<file path="src/rtl/mem_arbiter_pkg.sv">
// Shared types and widths for the CPU/DMA memory arbiter.
package mem_arbiter_pkg;

  localparam int ADDR_W = 4;
  localparam int DATA_W = 8;

  typedef enum logic [1:0] {
    IDLE    = 2'd0,
    OWN_CPU = 2'd1,
    OWN_DMA = 2'd2
  } state_t;

  typedef enum logic {
    OWNER_CPU = 1'b0,
    OWNER_DMA = 1'b1
  } owner_t;

endpackage

</file>
<file path="src/rtl/mem_arbiter_if.sv">
// Requester, grant/ack and memory-side signals of the arbiter.
interface mem_arbiter_if;
  import mem_arbiter_pkg::*;

  logic              cpu_req;
  logic              cpu_we;
  logic [ADDR_W-1:0] cpu_addr;
  logic [DATA_W-1:0] cpu_wdata;
  logic              dma_req;
  logic              dma_we;
  logic [ADDR_W-1:0] dma_addr;
  logic [DATA_W-1:0] dma_wdata;
  logic              cpu_gnt;
  logic              dma_gnt;
  logic              cpu_ack;
  logic              dma_ack;
  logic [DATA_W-1:0] rdata;
  logic [ADDR_W-1:0] mem_address;
  logic [DATA_W-1:0] mem_data_in;
  logic              mem_read;
  logic              mem_write;
  logic [DATA_W-1:0] mem_data_out;

  modport slave (
    input  cpu_req, cpu_we, cpu_addr, cpu_wdata,
    input  dma_req, dma_we, dma_addr, dma_wdata,
    input  mem_data_out,
    output cpu_gnt, dma_gnt, cpu_ack, dma_ack, rdata,
    output mem_address, mem_data_in, mem_read, mem_write
  );

  modport master (
    output cpu_req, cpu_we, cpu_addr, cpu_wdata,
    output dma_req, dma_we, dma_addr, dma_wdata,
    output mem_data_out,
    input  cpu_gnt, dma_gnt, cpu_ack, dma_ack, rdata,
    input  mem_address, mem_data_in, mem_read, mem_write
  );

endinterface

</file>
<file path="src/rtl/mem_arbiter.sv">
// Two-requester (CPU/DMA) single-port memory arbiter with registered grants.
// Define MEM_ARB_BURST_LIMIT_EN to force hand-over after BURST_MAX accesses.
module mem_arbiter
  import mem_arbiter_pkg::*;
#(
  parameter int BURST_MAX = 4
) (
  input  logic          clock,
  input  logic          reset,
  mem_arbiter_if.slave  bus
);

`ifdef MEM_ARB_BURST_LIMIT_EN
  localparam bit BURST_LIMIT_EN = 1'b1;
`else
  localparam bit BURST_LIMIT_EN = 1'b0;
`endif

  localparam logic [3:0] BURST_LIMIT =
    (BURST_MAX < 1)  ? 4'd1  :
    (BURST_MAX > 15) ? 4'd15 : 4'(BURST_MAX);

  state_t            state, state_nxt;
  owner_t            last_owner, last_owner_nxt;
  logic [3:0]        burst_cnt, burst_inc;
  logic              burst_hit;
  logic              cpu_acc, dma_acc, access;
  logic              acc_we;
  logic [ADDR_W-1:0] acc_addr;
  logic [DATA_W-1:0] acc_wdata;

  assign cpu_acc = (state == OWN_CPU) && bus.cpu_req;
  assign dma_acc = (state == OWN_DMA) && bus.dma_req;
  assign access  = cpu_acc || dma_acc;

  always_comb begin
    acc_we    = 1'b0;
    acc_addr  = '0;
    acc_wdata = '0;
    if (cpu_acc) begin
      acc_we    = bus.cpu_we;
      acc_addr  = bus.cpu_addr;
      acc_wdata = bus.cpu_wdata;
    end else if (dma_acc) begin
      acc_we    = bus.dma_we;
      acc_addr  = bus.dma_addr;
      acc_wdata = bus.dma_wdata;
    end
  end

  assign bus.mem_read    = access && !acc_we;
  assign bus.mem_write   = access && acc_we;
  assign bus.mem_address = acc_addr;
  assign bus.mem_data_in = acc_wdata;
  assign bus.cpu_gnt     = (state == OWN_CPU);
  assign bus.dma_gnt     = (state == OWN_DMA);

  // Hit is judged on the post-access count so the limiting access itself completes.
  assign burst_inc = (burst_cnt == 4'hF) ? burst_cnt : burst_cnt + 4'd1;
  assign burst_hit = BURST_LIMIT_EN && (burst_inc == BURST_LIMIT);

  always_comb begin
    state_nxt      = state;
    last_owner_nxt = last_owner;
    case (state)
      IDLE: begin
        if (bus.cpu_req && bus.dma_req)
          state_nxt = (last_owner == OWNER_DMA) ? OWN_CPU : OWN_DMA;
        else if (bus.cpu_req)
          state_nxt = OWN_CPU;
        else if (bus.dma_req)
          state_nxt = OWN_DMA;
      end
      OWN_CPU: begin
        if (!bus.cpu_req || (burst_hit && bus.dma_req)) begin
          last_owner_nxt = OWNER_CPU;
          state_nxt      = bus.dma_req ? OWN_DMA : IDLE;
        end
      end
      OWN_DMA: begin
        if (!bus.dma_req || (burst_hit && bus.cpu_req)) begin
          last_owner_nxt = OWNER_DMA;
          state_nxt      = bus.cpu_req ? OWN_CPU : IDLE;
        end
      end
      default: state_nxt = IDLE;
    endcase
  end

  always_ff @(posedge clock) begin
    if (reset) begin
      state       <= IDLE;
      last_owner  <= OWNER_DMA;
      burst_cnt   <= '0;
      bus.cpu_ack <= 1'b0;
      bus.dma_ack <= 1'b0;
      bus.rdata   <= '0;
    end else begin
      state       <= state_nxt;
      last_owner  <= last_owner_nxt;
      if (state_nxt != state)
        burst_cnt <= '0;
      else if (access)
        burst_cnt <= burst_inc;
      bus.cpu_ack <= cpu_acc;
      bus.dma_ack <= dma_acc;
      if (access && !acc_we)
        bus.rdata <= bus.mem_data_out;
    end
  end

endmodule
</file>
<file path="src/flat_wrapper.sv">
// flat-port wrapper written by rule: the top's interface ports become plain ports
module mem_arbiter_flat import mem_arbiter_pkg::*;
#(
  parameter int BURST_MAX = 4
)
  (clock, reset, bus_cpu_req, bus_cpu_we, bus_cpu_addr, bus_cpu_wdata, bus_dma_req, bus_dma_we, bus_dma_addr, bus_dma_wdata, bus_mem_data_out, bus_cpu_gnt, bus_dma_gnt, bus_cpu_ack, bus_dma_ack, bus_rdata, bus_mem_address, bus_mem_data_in, bus_mem_read, bus_mem_write);
  mem_arbiter_if bus_i ();
  input  logic clock;
  input  logic reset;
  input wire logic [$bits(bus_i.cpu_req)-1:0] bus_cpu_req;
  input wire logic [$bits(bus_i.cpu_we)-1:0] bus_cpu_we;
  input wire logic [$bits(bus_i.cpu_addr)-1:0] bus_cpu_addr;
  input wire logic [$bits(bus_i.cpu_wdata)-1:0] bus_cpu_wdata;
  input wire logic [$bits(bus_i.dma_req)-1:0] bus_dma_req;
  input wire logic [$bits(bus_i.dma_we)-1:0] bus_dma_we;
  input wire logic [$bits(bus_i.dma_addr)-1:0] bus_dma_addr;
  input wire logic [$bits(bus_i.dma_wdata)-1:0] bus_dma_wdata;
  input wire logic [$bits(bus_i.mem_data_out)-1:0] bus_mem_data_out;
  output wire logic [$bits(bus_i.cpu_gnt)-1:0] bus_cpu_gnt;
  output wire logic [$bits(bus_i.dma_gnt)-1:0] bus_dma_gnt;
  output wire logic [$bits(bus_i.cpu_ack)-1:0] bus_cpu_ack;
  output wire logic [$bits(bus_i.dma_ack)-1:0] bus_dma_ack;
  output wire logic [$bits(bus_i.rdata)-1:0] bus_rdata;
  output wire logic [$bits(bus_i.mem_address)-1:0] bus_mem_address;
  output wire logic [$bits(bus_i.mem_data_in)-1:0] bus_mem_data_in;
  output wire logic [$bits(bus_i.mem_read)-1:0] bus_mem_read;
  output wire logic [$bits(bus_i.mem_write)-1:0] bus_mem_write;
  assign bus_i.cpu_req = bus_cpu_req;
  assign bus_i.cpu_we = bus_cpu_we;
  assign bus_i.cpu_addr = bus_cpu_addr;
  assign bus_i.cpu_wdata = bus_cpu_wdata;
  assign bus_i.dma_req = bus_dma_req;
  assign bus_i.dma_we = bus_dma_we;
  assign bus_i.dma_addr = bus_dma_addr;
  assign bus_i.dma_wdata = bus_dma_wdata;
  assign bus_i.mem_data_out = bus_mem_data_out;
  assign bus_cpu_gnt = bus_i.cpu_gnt;
  assign bus_dma_gnt = bus_i.dma_gnt;
  assign bus_cpu_ack = bus_i.cpu_ack;
  assign bus_dma_ack = bus_i.dma_ack;
  assign bus_rdata = bus_i.rdata;
  assign bus_mem_address = bus_i.mem_address;
  assign bus_mem_data_in = bus_i.mem_data_in;
  assign bus_mem_read = bus_i.mem_read;
  assign bus_mem_write = bus_i.mem_write;
  mem_arbiter #(.BURST_MAX(BURST_MAX)) u_core (.clock(clock), .reset(reset), .bus(bus_i));
endmodule
</file>
<file path="config.mk">
export PLATFORM = sky130hd
export DESIGN_NAME = mem_arbiter_flat
export DESIGN_NICKNAME = d
export VERILOG_FILES = /design/src/rtl/mem_arbiter_pkg.sv /design/src/rtl/mem_arbiter_if.sv /design/src/rtl/mem_arbiter.sv /design/src/flat_wrapper.sv
export SDC_FILE = /design/constraint.sdc
export NUM_CORES = 1
export LEC_CHECK = 0
export CORE_ASPECT_RATIO = 1.5
export CORE_MARGIN = 5
export CORE_UTILIZATION = 29
export DETAILED_ROUTE_END_ITERATION = 12
export GPL_TIMING_DRIVEN = 1
export PLACE_DENSITY = 0.82
export SYNTH_ARGS = -nofsm -noshare
export SYNTH_HDL_FRONTEND = slang
export SYNTH_SLANG_ARGS = --single-unit
</file>
<file path="constraint.sdc">
create_clock -name clock -period 1.79 [get_ports clock]
set_clock_uncertainty 0.1 [all_clocks]
set_input_delay 0.358 -clock clock [delete_from_list [all_inputs] [get_ports clock]]
set_output_delay 0.358 -clock clock [all_outputs]
set_load 0.05 [all_outputs]
</file>
# Word level (Yosys, flattened, before mapping)
# Cells that the tools add are included.
[word_totals]
reg_bits = 13
latch_bits = 0
ramBits = 0
romBits = 0
inputBits = 38
output_inout_bits = 26
mem_count = 0
[classes]
n_addsub = 0
n_mul = 0
div = 0
n_lt_le_gt_ge = 0
n_eq_ne = 5
shifts = 0
muxes = 18
bitwise_logic = 0
n_reduce_logical = 11
[op_table]
columns = ["operator", "n"]
rows = [
  ["$mux W8", 2],
  ["$mux W2", 7],
  ["$mux W4", 2],
  ["$pmux W2 S3", 1],
  ["$reduce_and A3 Y1", 2],
  ["$logic_and A1 B1 Y1", 5],
  ["$mux W1", 5],
  ["$ne A2 B2 Y1 const B", 2],
  ["$ne A4 B3 Y1 const B", 1],
  ["$eq A2 B1 Y1 const B", 1],
  ["$eq A2 B2 Y1 const B", 1],
  ["$logic_not A2 Y1", 1],
  ["$pmux W1 S2", 1],
  ["$reduce_bool A2 Y1", 1],
  ["$logic_not A1 Y1", 1],
  ["$logic_or A1 B1 Y1", 1],
]

# Depth between registers and ports, before layout
# Gate-level depths: netlist of run 1.
[depth]
depth_word = 6
ltp_mapped = 6

# Worst setup path before layout of run 1
# OpenSTA, ideal clock, no wires.
[synth_path]
path_type = "reg2out"
startpoint = "register u_core.state[1]"
endpoint = "output bus_mem_address[0]"
t_arrival_ps = 1898
setup_slack_ps = -566
stages_incl_launch_ff = 7
n_path_buf = 1
cell_sequence = "dfxtp_1 -> inv_1 -> ha_1 -> nand2_1 -> and3_1 -> buf_2 -> a22o_1"
[synth_via]
elab_cells_between_ends = 6
[synth_lines]
columns = ["element", "line_no", "source"]
rows = [
  ["start: declaration", "mem_arbiter.sv:23", "state_t state, state_nxt;"],
  ["start signal: assignment", "mem_arbiter.sv:99", "state <= state_nxt;"],
  ["$eq A2 B1 Y1", "n/a", ""],
  ["net bus_cpu_gnt", "flat_wrapper.sv:19", "output wire logic [$bits(bus_i.cpu_gnt)-1:0] bus_cpu_gnt;"],
  ["$logic_and A1 B1 Y1", "mem_arbiter.sv:32", "assign cpu_acc = (state == OWN_CPU) && bus.cpu_req;"],
  ["$mux W4", "mem_arbiter.sv:40", "if (cpu_acc) begin"],
  ["end: declaration", "flat_wrapper.sv:24", "output wire logic [$bits(bus_i.mem_address)-1:0] bus_mem_address;"],
]
# The timed path passes the listed nets, and every way through them passes these cells.

# Worst setup path after layout of run 1
[layout_path]
startpoint = "register u_core.state[1]"
endpoint = "output bus_mem_data_in[1]"
[layout_via]
elab_chain_cells = 4
elab_cells_between_ends = 6
[layout_lines]
columns = ["element", "line_no", "source"]
rows = [
  ["$eq A2 B2 Y1", "mem_arbiter.sv:33", "assign dma_acc = (state == OWN_DMA) && bus.dma_req;"],
  ["$logic_and A1 B1 Y1", "mem_arbiter.sv:33", ""],
  ["$mux W8", "mem_arbiter.sv:44", "end else if (dma_acc) begin"],
  ["$mux W8 *", "mem_arbiter.sv:40", ""],
  ["end: declaration", "flat_wrapper.sv:25", "output wire logic [$bits(bus_i.mem_data_in)-1:0] bus_mem_data_in;"],
]
# Every way passes the cells marked *; elsewhere a longest branch is shown, timed or not.

==> flow_summary_export.csv, run 1 <==
group,metric,value,unit
placed_design,routabilityCongestion,0.692,
timing,hold_viol_final,0,
placed_design,hpwl,2770,um
job,maxCapViolations,0,
clock_tree,cts_root_buffer,"clkbuf_8",
power_and_ir_drop,finalPower,0.00212,W
clock_tree,holdBufCountCts,0,
worst_hold_path,hp-class,"flop to flop",
power_and_ir_drop,leakage,0.926,nW
die,boundaryPins,64,
timing,setup_slack,-0.259,ns
detailed_routing,drtIter0Drc,10,
timing,finalSetupViolCount,15,
power_and_ir_drop,power_density,1060,nW/um^2
layout,syn2layout_area_growth,149,%
power_and_ir_drop,p_seq_share,18.7,%
timing,fin_crit,2.05,ns
detailed_routing,first_pass_iters,4,
setup_path,start_kind,"flop",
die,fp-row-count,23,
layout,final_cell_mix,"clkdlybuf4s50_1 (35), buf_4 (25), nand2_1 (17), buf_12 (17), a22o_4 (12)",
synth,ys_seq_area_share,32.6,%
clock_tree,cts_tree,"yes",
layout,regArea,265,um^2
grt,grt_usage,19.3,%
die,die_x,52.9,um
detailed_routing,wl_per_cell,16.3,um
setup_path,r2r_cells,7,
setup_path,cp_max_fo,6,
die,dieArea,3930,um^2
layout,multiInputGateArea,674,um^2
layout,drive_gt1_share,45.9,%
setup_path,crit_type,"flop to output port",
layout,fin_util,74.5,%
synth,avgSynthCellArea,9.09,um^2
layout,layout_commonest_cell,"clkdlybuf4s50_1",
setup_path,crit_required,1.33,ns
grt,grt_pass1_wl,5550,um
die,core,2680,um^2
synth,yosys_warnings,0,
synth,ys_types,28,
setup_path,end_kind,"output port",
detailed_routing,via_count,1022,
power_and_ir_drop,p_int,0.00125,W
clock_tree,path_clk_slew,0.05,ns
power_and_ir_drop,p_sw,0.000864,W
outcome,failed_checks,"setup timing",
timing,fmax,488,MHz
detailed_routing,detail-route-antenna-nets,0,
setup_path,crit_arrival,1.59,ns
grt,antenna_found_initial,0,
power_and_ir_drop,ir_drop,0.526,mV
detailed_routing,finalWirelength,3380,um
clock_tree,insertion_delay,0.24,ns
timing,drv_slew,0,
layout,nFillCells,184,
timing,slew-limit-headroom,75.7,%
timing,rsz0062_at_grt,"true",
synth,synthCells,88,
power_and_ir_drop,clockPowerShare,11.9,%
clock_tree,cts_buffer_depth,2,
outcome,outcome,"finished, violations left",
clock_tree,cts_buffers,3,
die,die_y,74.3,um
layout,nets,214,
die,initial_core_util,29.9,%
synth,syn_area,800,um^2
grt,grt_max_degree,20,
timing,period_share,114,%
placed_design,portBuffers,63,
timing,tightest_slew,0.365,ns
grt,overflow,0,
clock_tree,cts_sinks,13,
clock_tree,ctsHtreeMaxLevel,1,
detailed_routing,drc,0,
power_and_ir_drop,sw_frac_of_total,40.8,%
synth,ys_ff_latch,13,
synth,syn-num-nets,131,
layout,n_antenna_cell,0,
grt,grt_pass1_vias,1205,
worst_hold_path,hold_path_depth,2,
power_and_ir_drop,p_comb_share,69.4,%
detailed_routing,avgViaCountPerCell,4.94,
power groups by stage:
stage	Clock (W)	Sequential (W)	Combinational [W]
final	0.000253	0.000396	0.00147
after global routing	0.000275	0.000402	0.00155
after CTS	0.000263	0.000395	0.00147
after detailed placement	0	0.000398	0.00138
after global placement	0	0.000396	0.00134
after floorplan	0	0.000489	0.000674
routing by layer:
layer | up-vias | track usage, % | wire length (um)
met1 | 463 | 15.4 | 996
li1 | 485 | - | -
met5 | - | 0 | 0
met4 | 0 | 8.24 | 79
met2 | 64 | 39.4 | 1880
met3 | 10 | 7.21 | 422
worst max-delay path, stage by stage, from the launching register on:
cell and delay, ns:
dfxtp_4 0.36, buf_12 0.13, ha_4 0.17, and3_4 0.18
buf_16 0.14, a22o_4 0.22, buf_12 0.14
per-stage QoR:
| stage | area (um^2) | instances | hold slack, ns | setup slack [ns] | TNS, ns |
|---|---|---|---|---|---|
| 2_1_floorplan | 957 | 88 | 0.330 | -0.0923 | -0.932 |
| 4_1_cts | 1990 | 207 | 0.367 | -0.261 | -3.57 |
| 6_report | 1990 | 207 | 0.364 | -0.259 | -3.51 |
| 5_1_grt | 1990 | 207 | 0.392 | -0.297 | -4.22 |
| 3_3_place_gp | 1860 | 199 | 0.345 | -0.381 | -6.98 |
| 3_5_place_dp | 1860 | 199 | 0.360 | -0.416 | -8.17 |
cell families after synthesis:
family / after synthesis / share of synthesized area, %
fa+ha+maj: 5 / 7.82
compound gates: 23 / 25.7
buf+inv: 9 / 5.01
simple gates: 30 / 18.9
flops: 13 / 32.6
mux: 8 / 10.0
layout make-up:
cell class	instances	area share (%)
tap	37	2.32
timing repair buffer	81	47.1
inverter	5	1.25
multi-input combinational	67	33.8
sequential	13	13.3
clock buffer	4	2.26
sequential cells by signal, summed over array words and instances, names as in the netlist:
register            count
u_core.bus.dma_ack      1
u_core.state            2
u_core.bus.rdata        8
u_core.bus.cpu_ack      1
u_core.last_owner       1
worst paths after layout:
path                            slack [ns]                  end                 from
worst max register to register       -0.01      u_core.state[1]      u_core.state[1]
worst max-delay path                 -0.26   bus_mem_data_in[1]      u_core.state[1]
worst min-delay path                  0.36  u_core.bus.rdata[1]  u_core.bus.rdata[1]
worst min register to register        0.36  u_core.bus.rdata[1]  u_core.bus.rdata[1]
Yosys cell counts:
| library cell | count | share of area, % |
|---|---|---|
| dfxtp_1 | 13 | 33 |
| a31oi_1 | 1 | 0.78 |
| inv_1 | 4 | 1.9 |
| nand2b_1 | 1 | 0.78 |
| and3b_1 | 1 | 1.1 |
| nand2_1 | 19 | 8.9 |
| buf_4 | 1 | 0.94 |
| o21ai_0 | 1 | 0.63 |
| nor2_1 | 2 | 0.94 |
| nor3b_1 | 1 | 0.94 |
| clkbuf_1 | 1 | 0.47 |
| and3b_2 | 1 | 1.3 |
| mux2i_1 | 8 | 10 |
| a22o_1 | 13 | 14 |
| a32o_1 | 1 | 1.3 |
| buf_2 | 2 | 1.3 |
| and3_1 | 1 | 0.78 |
| or2b_1 | 1 | 0.94 |
| o41ai_2 | 2 | 4.1 |
| ha_1 | 5 | 7.8 |
| o211ai_1 | 2 | 1.9 |
| and2_2 | 1 | 0.94 |
| inv_2 | 1 | 0.47 |
| and4b_1 | 1 | 1.3 |
| a21oi_1 | 1 | 0.63 |
| a41oi_1 | 1 | 1.1 |
| a221oi_1 | 1 | 1.1 |
| or2_4 | 1 | 1.1 |
timing repair:
action                     4_1_cts  5_1_grt
cloned                           2        0
pin swaps                        4        0
gates resized for setup         12        1
hold endpoints to repair         0        0
setup endpoints to repair       19       16
buffers inserted                 2        0
No activity file was read; power rests on OpenSTA's default activity.
==> run 2: changes to the inputs <==
- CTS_CLUSTER_SIZE: unset -> 16
==> results of run 2 <==
The final DEF is identical to that of run 1; final timing and power are the same.
==> run 3: changes to the inputs <==
- REMOVE_ABC_BUFFERS: unset -> 1
- SKIP_CTS_REPAIR_TIMING: unset -> 1
==> flow_summary_export.csv, run 3 (synthesis gave the netlist of run 1 again) <==
group,metric,value,unit
clock_tree,cts_sinks,13,
setup_path,cp.depth,7,
setup_path,end_kind,"output port",
grt,busiest_layer,"met2",
clock_tree,insertion_delay,0.25,ns
setup_path,crit_required,1.33,ns
layout,largest_reg_flops,8,
setup_path,cp_max_fo,8,
setup_path,cp_cell_sequence,"inv_2 -> ha_4 -> nand2_4 -> and3_4 -> buf_8 -> a22o_4 -> buf_12",
grt,grtUsageMet3,8.02,%
setup_path,start_kind,"flop",
timing,rsz0062_at_grt,"true",
layout,syn2layout_area_growth,139,%
placed_design,hpwl,2780,um
grt,antenna_found_initial,0,
layout,drive_gt1_share,42.9,%
grt,grt_usage,18.2,%
timing,fmax,494,MHz
die,fp-row-count,23,
power_and_ir_drop,sw_frac_of_total,42.0,%
power_and_ir_drop,p_int,0.00119,W
power_and_ir_drop,leakage,0.903,nW
timing,hold-worst-slack,0.363,ns
timing,tightest_slew,0.406,ns
setup_path,crit_family,"buffers and inverters",
grt,grt_pass1_wl,5150,um
power_and_ir_drop,p_comb_share,68.4,%
timing,final.setup.tns,-2.95,ns
clock_tree,cts_buffer_depth,2,
layout,n_antenna_cell,0,
outcome,outcome,"finished, violations left",
detailed_routing,finalWirelength,3580,um
timing,period_share,113,%
setup_path,crit_arrival,1.56,ns
grt,grt_max_degree,20,
placed_design,dp.cells,200,
power_and_ir_drop,p_seq_share,18.8,%
power_and_ir_drop,ir_drop,0.587,mV
die,boundaryPins,64,
layout,top_register,"u_core.bus.rdata",
setup_path,r2r_cells,7,
detailed_routing,detail-route-antenna-nets,0,
power_and_ir_drop,finalPower,0.00205,W
grt,gr-usage-met2,35.2,%
clock_tree,path_clk_slew,0.05,ns
grt,grt_pass1_vias,1134,
clock_tree,cts_root_buffer,"clkbuf_8",
grt,overflow,0,
placed_design,routabilityCongestion,0.883,
clock_tree,cts_buffers,3,
grt,use_met1,14.7,%
setup_path,crit_type,"flop to output port",
timing,hold_viol_final,0,
setup_path,cp_num_buf_inv,3,
die,initial_core_util,29.9,%
setup_path,max_stage_delay,0.33,ns
layout,layout_commonest_cell,"clkdlybuf4s50_1",
die,core,2680,um^2
clock_tree,ctsHtreeMaxLevel,1,
layout,final_cell_mix,"clkdlybuf4s50_1 (35), buf_4 (24), nand2_1 (18)",
placed_design,portBuffers,63,
job,maxCapViolations,0,
timing,slew-limit-headroom,73.0,%
layout,nets,212,
die,die_y,74.3,um
timing,fin_crit,2.02,ns
power_and_ir_drop,power_density,1070,nW/um^2
clock_tree,cts_tree,"yes",
timing,finalSetupViolCount,14,
detailed_routing,wl_per_cell,17.4,um
worst_hold_path,hold_path_depth,2,
timing,setup_slack,-0.232,ns
power_and_ir_drop,p_sw,0.000860,W
timing,drv_slew,0,
detailed_routing,drc,0,
detailed_routing,first_pass_iters,4,
outcome,failed_checks,"setup timing",
die,dieArea,3930,um^2
die,die_x,52.9,um
power_and_ir_drop,clockPowerShare,12.8,%
setup_path,crit_slowest_cell,"dfxtp_2",
detailed_routing,avgViaCountPerCell,4.92,
worst_hold_path,hp-class,"flop to flop",
detailed_routing,drtIter0Drc,9,
layout,fin_cells,205,
layout,reg_top3,"u_core.bus.rdata: 8 flops, u_core.state: 2 flops",
detailed_routing,via_count,1008,
[run 3: cell type report]
cell class,instances,area [um^2]
fillers,192,767
multi-input cells,66,629
inverters,5,18.8
repair buffers,80,905
flip-flops and latches,13,265
clock buffers,4,45.0
well taps,37,46.3
[run 3: worst paths after layout]
check	from	end	slack (ns)
setup / recovery	u_core.state[1]	bus_mem_data_in[5]	-0.23
hold / removal	u_core.bus.rdata[3]	u_core.bus.rdata[3]	0.36
setup reg to reg	u_core.state[1]	u_core.state[1]	0.06
hold reg to reg	u_core.bus.rdata[3]	u_core.bus.rdata[3]	0.36
[run 3: power groups by stage]
stage / clock (W) / sequential [W] / combinational (W)
floorplan: 0 / 0.000473 / 0.000543
global placement: 0 / 0.000374 / 0.00122
detailed placement: 0 / 0.000379 / 0.00124
CTS: 0.000261 / 0.000373 / 0.00125
global route: 0.000278 / 0.000392 / 0.00147
finish: 0.000263 / 0.000385 / 0.00140
[run 3: metrics by stage]
step	setup slack (ns)	utilization [%]	cell area, um^2
4_1_cts	-0.415	65.1	1740
3_3_place_gp	-0.299	63.4	1700
6_report	-0.232	71.3	1910
3_5_place_dp	-0.323	63.4	1700
2_1_floorplan	-1.08	-	778
5_1_grt	-0.281	71.3	1910
[run 3: per-layer routing]
metal / vias to the layer above / part of all wire, %
li1: 479 / -
met1: 450 / 30
met2: 68 / 54
met3: 11 / 12
met4: 0 / 4.0
met5: - / 0
[run 3: worst min-delay path, stage by stage (launching register included)]
cell,delay [ns]
dfxtp_1,0.31
nand2_1,0.05
mux2i_1,0.05
